### src/rtl/writeback_stage.sv
// writeback_stage: final pipeline stage; commits exec results to GPRs/PC.
// Optional retire counter enabled by WB_RETIRE_COUNTER_EN.
module writeback_stage #(
  parameter logic [31:0] RESET_PC    = 32'h0000_0000,
  parameter int          FLUSH_DEPTH = 2,
  parameter int          XLEN        = 32
) (
  input  logic          clk,
  input  logic          rst_n,
  input  logic          in_valid,
  output logic          in_ready,
  input  logic [31:0]   in_pc,
  input  logic [4:0]    in_rd,
  input  logic          in_rd_we,
  input  logic [31:0]   in_rd_value,
  input  logic          in_redirect,
  input  logic [31:0]   in_next_pc_reg,
  input  logic          hold,
  output logic [31:0]   curr_pc_reg,
  output logic [1023:0] curr_general_reg,
  output logic          flush,
  output logic          misalign_err,
  output logic [63:0]   retire_cnt
);

  if (XLEN != 32) begin : g_xlen_chk
    $error("writeback_stage supports XLEN=32 only");
  end

  typedef enum logic [1:0] {
    RUN   = 2'd0,
    FLUSH = 2'd1,
    HALT  = 2'd2
  } state_t;

  localparam logic [3:0] FCNT_INIT = 4'(FLUSH_DEPTH - 1);

  state_t      state;
  logic [3:0]  flush_cnt;
  logic [31:0] gpr [1:31];
  logic        acc;
  logic        commit;
  logic [31:0] tgt;

  assign in_ready = !hold && (state != HALT);
  assign acc      = in_valid && in_ready;
  assign commit   = acc && (state == RUN);
  assign tgt      = in_next_pc_reg & ~32'h1;

  // control FSM: PC update, flush window, halt on misaligned target
  always_ff @(posedge clk or negedge rst_n) begin
    if (!rst_n) begin
      state        <= RUN;
      flush_cnt    <= '0;
      flush        <= 1'b0;
      misalign_err <= 1'b0;
      curr_pc_reg  <= RESET_PC;
    end else begin
      case (state)
        RUN: begin
          if (acc) begin
            if (in_redirect) begin
              if (tgt[1]) begin
                state        <= HALT;
                misalign_err <= 1'b1;
              end else begin
                curr_pc_reg <= tgt;
                state       <= FLUSH;
                flush       <= 1'b1;
                flush_cnt   <= FCNT_INIT;
              end
            end else begin
              curr_pc_reg <= in_pc + 32'd4;
            end
          end
        end
        FLUSH: begin
          if (flush_cnt == 4'd0) begin
            state <= RUN;
            flush <= 1'b0;
          end else begin
            flush_cnt <= flush_cnt - 4'd1;
          end
        end
        HALT: begin
          misalign_err <= 1'b1;
        end
        default: begin
          state <= HALT;
        end
      endcase
    end
  end

  // register file write port; x0 is not stored
  always_ff @(posedge clk or negedge rst_n) begin
    if (!rst_n) begin
      for (int i = 1; i < 32; i++) begin
        gpr[i] <= '0;
      end
    end else if (commit && in_rd_we && (in_rd != 5'd0)) begin
      gpr[in_rd] <= in_rd_value;
    end
  end

  // flatten register file for exec, x0 hardwired to zero
  always_comb begin
    curr_general_reg = '0;
    for (int i = 1; i < 32; i++) begin
      curr_general_reg[32*i +: 32] = gpr[i];
    end
  end

`ifdef WB_RETIRE_COUNTER_EN
  logic [63:0] rcnt;

  // count every committed beat, misaligned redirects included
  always_ff @(posedge clk or negedge rst_n) begin
    if (!rst_n) begin
      rcnt <= '0;
    end else if (commit) begin
      rcnt <= rcnt + 64'd1;
    end
  end

  assign retire_cnt = rcnt;
`else
  assign retire_cnt = 64'h0;
`endif

endmodule

### config.mk
export PLATFORM = sky130hd
export DESIGN_NAME = writeback_stage
export DESIGN_NICKNAME = d
export VERILOG_FILES = /design/src/rtl/writeback_stage.sv
export SDC_FILE = /design/constraint.sdc
export NUM_CORES = 1
export LEC_CHECK = 0
export ABC_AREA = 1
export ABC_CLOCK_PERIOD_IN_PS = 4700
export CAP_MARGIN = 5
export CORE_AREA = 2 2 477 479
export CTS_CLUSTER_DIAMETER = 200
export DETAILED_ROUTE_END_ITERATION = 8
export DIE_AREA = 0 0 479 481
export SYNTH_ARGS = -nofsm -noshare
export SYNTH_HDL_FRONTEND = slang
export SYNTH_SLANG_ARGS = --single-unit
### constraint.sdc
create_clock -name clk -period 4.7 [get_ports clk]
set_input_delay 0.94 -clock clk [delete_from_list [all_inputs] [get_ports clk]]
set_output_delay 0.94 -clock clk [all_outputs]
set_load 0.05 [all_outputs]
==> impl_metrics.py <==
metrics = {
    "run_status": {
        "status": "finished clean",
    },
    "cells_and_area": {
        "nets": 6076,
        "layout-drive-gt1-share": 0.0644,
        "area.growth.synth_to_final_pct": 43.3,
        "finalInstanceArea_sq_um": 61100,
        "largest_reg_flops": 992,
        "nFillCells": 23800,
    },
    "route": {
        "vias_per_cell": 4.37,
        "ant_nets": 0,
        "num_vias": 39600,
        "drt_iter0_drc": 3851,
        "first_pass_iters": 5,
        "drt_wl_total_um": 212000,
        "drc": 0,
        "routedWlPerCell_um": 23.3,
    },
    "placement": {
        "io_buffers": 1132,
        "detailed_place_hpwl_um": 141000,
        "finalWeightedCongestion": 0.870,
        "placed_area_sq_um": 57100,
    },
    "floorplanning": {
        "die_w_um": 479,
        "fp.dieH_um": 481,
        "coreArea_sq_um": 226000,
        "io_pins": 1230,
        "start_util": 0.189,
        "die_area_sq_um": 230000,
        "rows": 175,
    },
    "setup_path": {
        "r2r_cells": 9,
        "crit_top_cell": "clkdlybuf4s50_1",
        "max_stage_delay_ns": 0.83,
        "worstSetupStartpointType": "primary input",
        "rr_startpoint": "state[1]",
        "arrival_ns": 2.40,
        "end_kind": "output port",
        "rr_endpoint": "curr_general_reg[255]",
        "cp_max_fo": 2,
        "crit_path_end": "in_ready",
        "cp_slowest_cell": "clkdlybuf4s50_1",
        "required_ns": 3.76,
        "crit_chain": "clkdlybuf4s50_1 > nor2_1 > clkdlybuf4s50_1",
        "startpoint": "hold",
        "path_class": "in -> out",
        "rrSetupSlack_ns": 1.78,
    },
    "timing": {
        "finalSetupTns_ns": 0,
        "hold_viol_final": 0,
        "worst_slew_pin_slew_ns": 1.32,
        "rsz0062_at_grt": "no",
        "max_freq_mhz": 299,
        "drv_slew": 0,
        "setup_viol": 0,
        "fin_skew_ns": 0.0572,
        "fin_crit_sh": 0.712,
        "max_slew_margin": 0.118,
        "period_needed_ns": 3.34,
    },
    "logic_synthesis": {
        "synthTopCellsByCount": "2201 x nand2_1, 1032 x dfrtp_1, 1022 x nand3_1, 274 x clkbuf_1, 133 x nor2_1",
        "synth_edf_count": 0,
        "ys.flop_type": "dfrtp_1",
        "synth-xor-area-share": 0.00308,
        "synth.mux.area_fraction": 0,
        "synth.area.top_cells": "dfrtp_1 61%, nand2_1 19%, nand3_1 12%",
        "postSynthCellCount": 4989,
        "synth_top_area_cell": "dfrtp_1",
        "synth-simple-area-share": 0.327,
        "syn_avg_cell_area_sq_um": 8.54,
        "netlist_area_sq_um": 42600,
        "synth_seq_cells": 1032,
        "synth_most_common_cell": "nand2_1",
        "yosys.area.top_type_share": 0.606,
        "synthAdderAreaFrac": 0.000881,
        "postSynth.asyncResetShare": 1.00,
        "ys_warn_count": 0,
        "synth-compound-area-share": 0.00379,
        "synth_top_family_by_area": "simple AND/OR/NAND/NOR gates",
        "ys_types": 25,
        "ys_seq_area_frac": 0.606,
    },
    "cts": {
        "htreeDepth": 3,
        "cts.path.max_buffers": 3,
        "cts-root-buf": "clkbuf_16",
        "clk_latency_ns": 0.81,
        "clock_sinks": 1032,
        "cts_made_buffers": 111,
        "postCtsSetupBuffers": 0,
        "holdBufCountCts": 0,
        "clk_pin_slew_ns": 0.06,
        "cts-resized-gates": 0,
        "cts_tree": "done",
    },
    "pwr": {
        "powerDensity_nw_per_um2": 316,
        "p_switching_w": 0.00487,
        "power.share.sequential": 0.460,
        "p_int_w": 0.0144,
        "p_leak_nw": 30.4,
        "power_frac_comb": 0.055,
        "vdd_drop_max_mv": 0.379,
        "switching_share": 0.252,
        "p_clk_frac": 0.484,
    },
    "flow_run": {
        "cap_viol_max_count": 0,
    },
    "hold_path": {
        "hp-class": "in -> async",
    },
    "global_route": {
        "grt_usage": 0.177,
        "overflow": 0,
        "antenna_found_initial": 18,
        "grt_max_degree": 163,
        "grt_pass1_vias": 38000,
        "grt_first_pass_wirelength_um": 293000,
    },
}
worst max-delay path: cells and delay by family:
kind                   cells  cell delay, ns
buffers and inverters      2            1.29
and+or+nand+nor            1            0.17
stage by stage:
stage,util,power (W),hold WS (ns),setup WS [ns],std cells
after floorplan,-,0.00947,0.482,2.17,5084
final,0.270,0.0193,0.162,1.36,9075
after global routing,0.270,0.0199,0.123,1.31,9067
after global placement,0.253,0.0101,0.453,0.727,8862
after detailed placement,0.253,0.0101,0.457,0.718,8862
after CTS,0.270,0.0195,0.0840,1.35,9066
logic make-up after synthesis:
| kind of cell | Yosys count |
|---|---|
| fa+ha+maj | 3 |
| other cells | 1 |
| xor+xnor | 15 |
| buf+inv | 539 |
| flops | 1032 |
| compound gates | 31 |
| simple gates | 3368 |
power by group through the flow:
stage / clock [W] / combinational, W / sequential, W
2_1_floorplan: 0 / 0.000419 / 0.00905
5_1_grt: 0.00990 / 0.00113 / 0.00888
6_report: 0.00935 / 0.00107 / 0.00889
3_5_place_dp: 0 / 0.00109 / 0.00905
3_3_place_gp: 0 / 0.00109 / 0.00905
4_1_cts: 0.00954 / 0.00109 / 0.00889
layout by cell type (no fill, tap or decap), drive strengths merged, types with 3 or more instances in the layout:
cell,Yosys,final
ha,3,3
a21oi,12,12
diode,0,9
buf,229,173
nand2,2201,2201
clkdlybuf4s50,0,1099
bufinv,0,12
inv,35,39
clkbuf,274,162
nand3,1022,1022
dfrtp,1032,1032
xor2,6,6
o21ai,15,15
nor2,134,134
conb,1,96
xnor2,9,9
nand3b,7,7
clkinv,1,26
how the worst min path moves through the flow:
| stage | startpoint | slack [ns] | to | depth (start not counted) |
|---|---|---|---|---|
| global route | rst_n | 0.12 | curr_pc_reg[24] | 1 |
| CTS | rst_n | 0.08 | curr_pc_reg[24] | 1 |
| finish | rst_n | 0.16 | curr_pc_reg[24] | 1 |
| floorplan | flush_cnt[0] | 0.48 | flush_cnt[0] | 1 |
| detailed placement | curr_general_reg[513] | 0.46 | curr_general_reg[513] | 2 |
| global placement | curr_general_reg[472] | 0.45 | curr_general_reg[472] | 2 |
cell type report:
class / count / area [sq um] / area share
timing repair buffer: 1272 / 12500 / 0.205
multi-input combinational: 3513 / 14900 / 0.244
sequential: 1032 / 25800 / 0.423
inverter: 36 / 135 / 0.00221
antenna: 9 / 22.5 / 0.000369
clock inverter: 42 / 696 / 0.0114
clock buffer: 162 / 3190 / 0.0523
tap: 3009 / 3760 / 0.0617
per-layer routing:
layer,global-route usage,part of all wire,vias up
met3,0.0470,0.097,402
li1,-,-,17600
met1,0.223,0.40,19400
met2,0.280,0.45,2201
met5,0,0.000080,-
met4,0.0851,0.047,2
No activity file was read; power rests on OpenSTA's default activity.
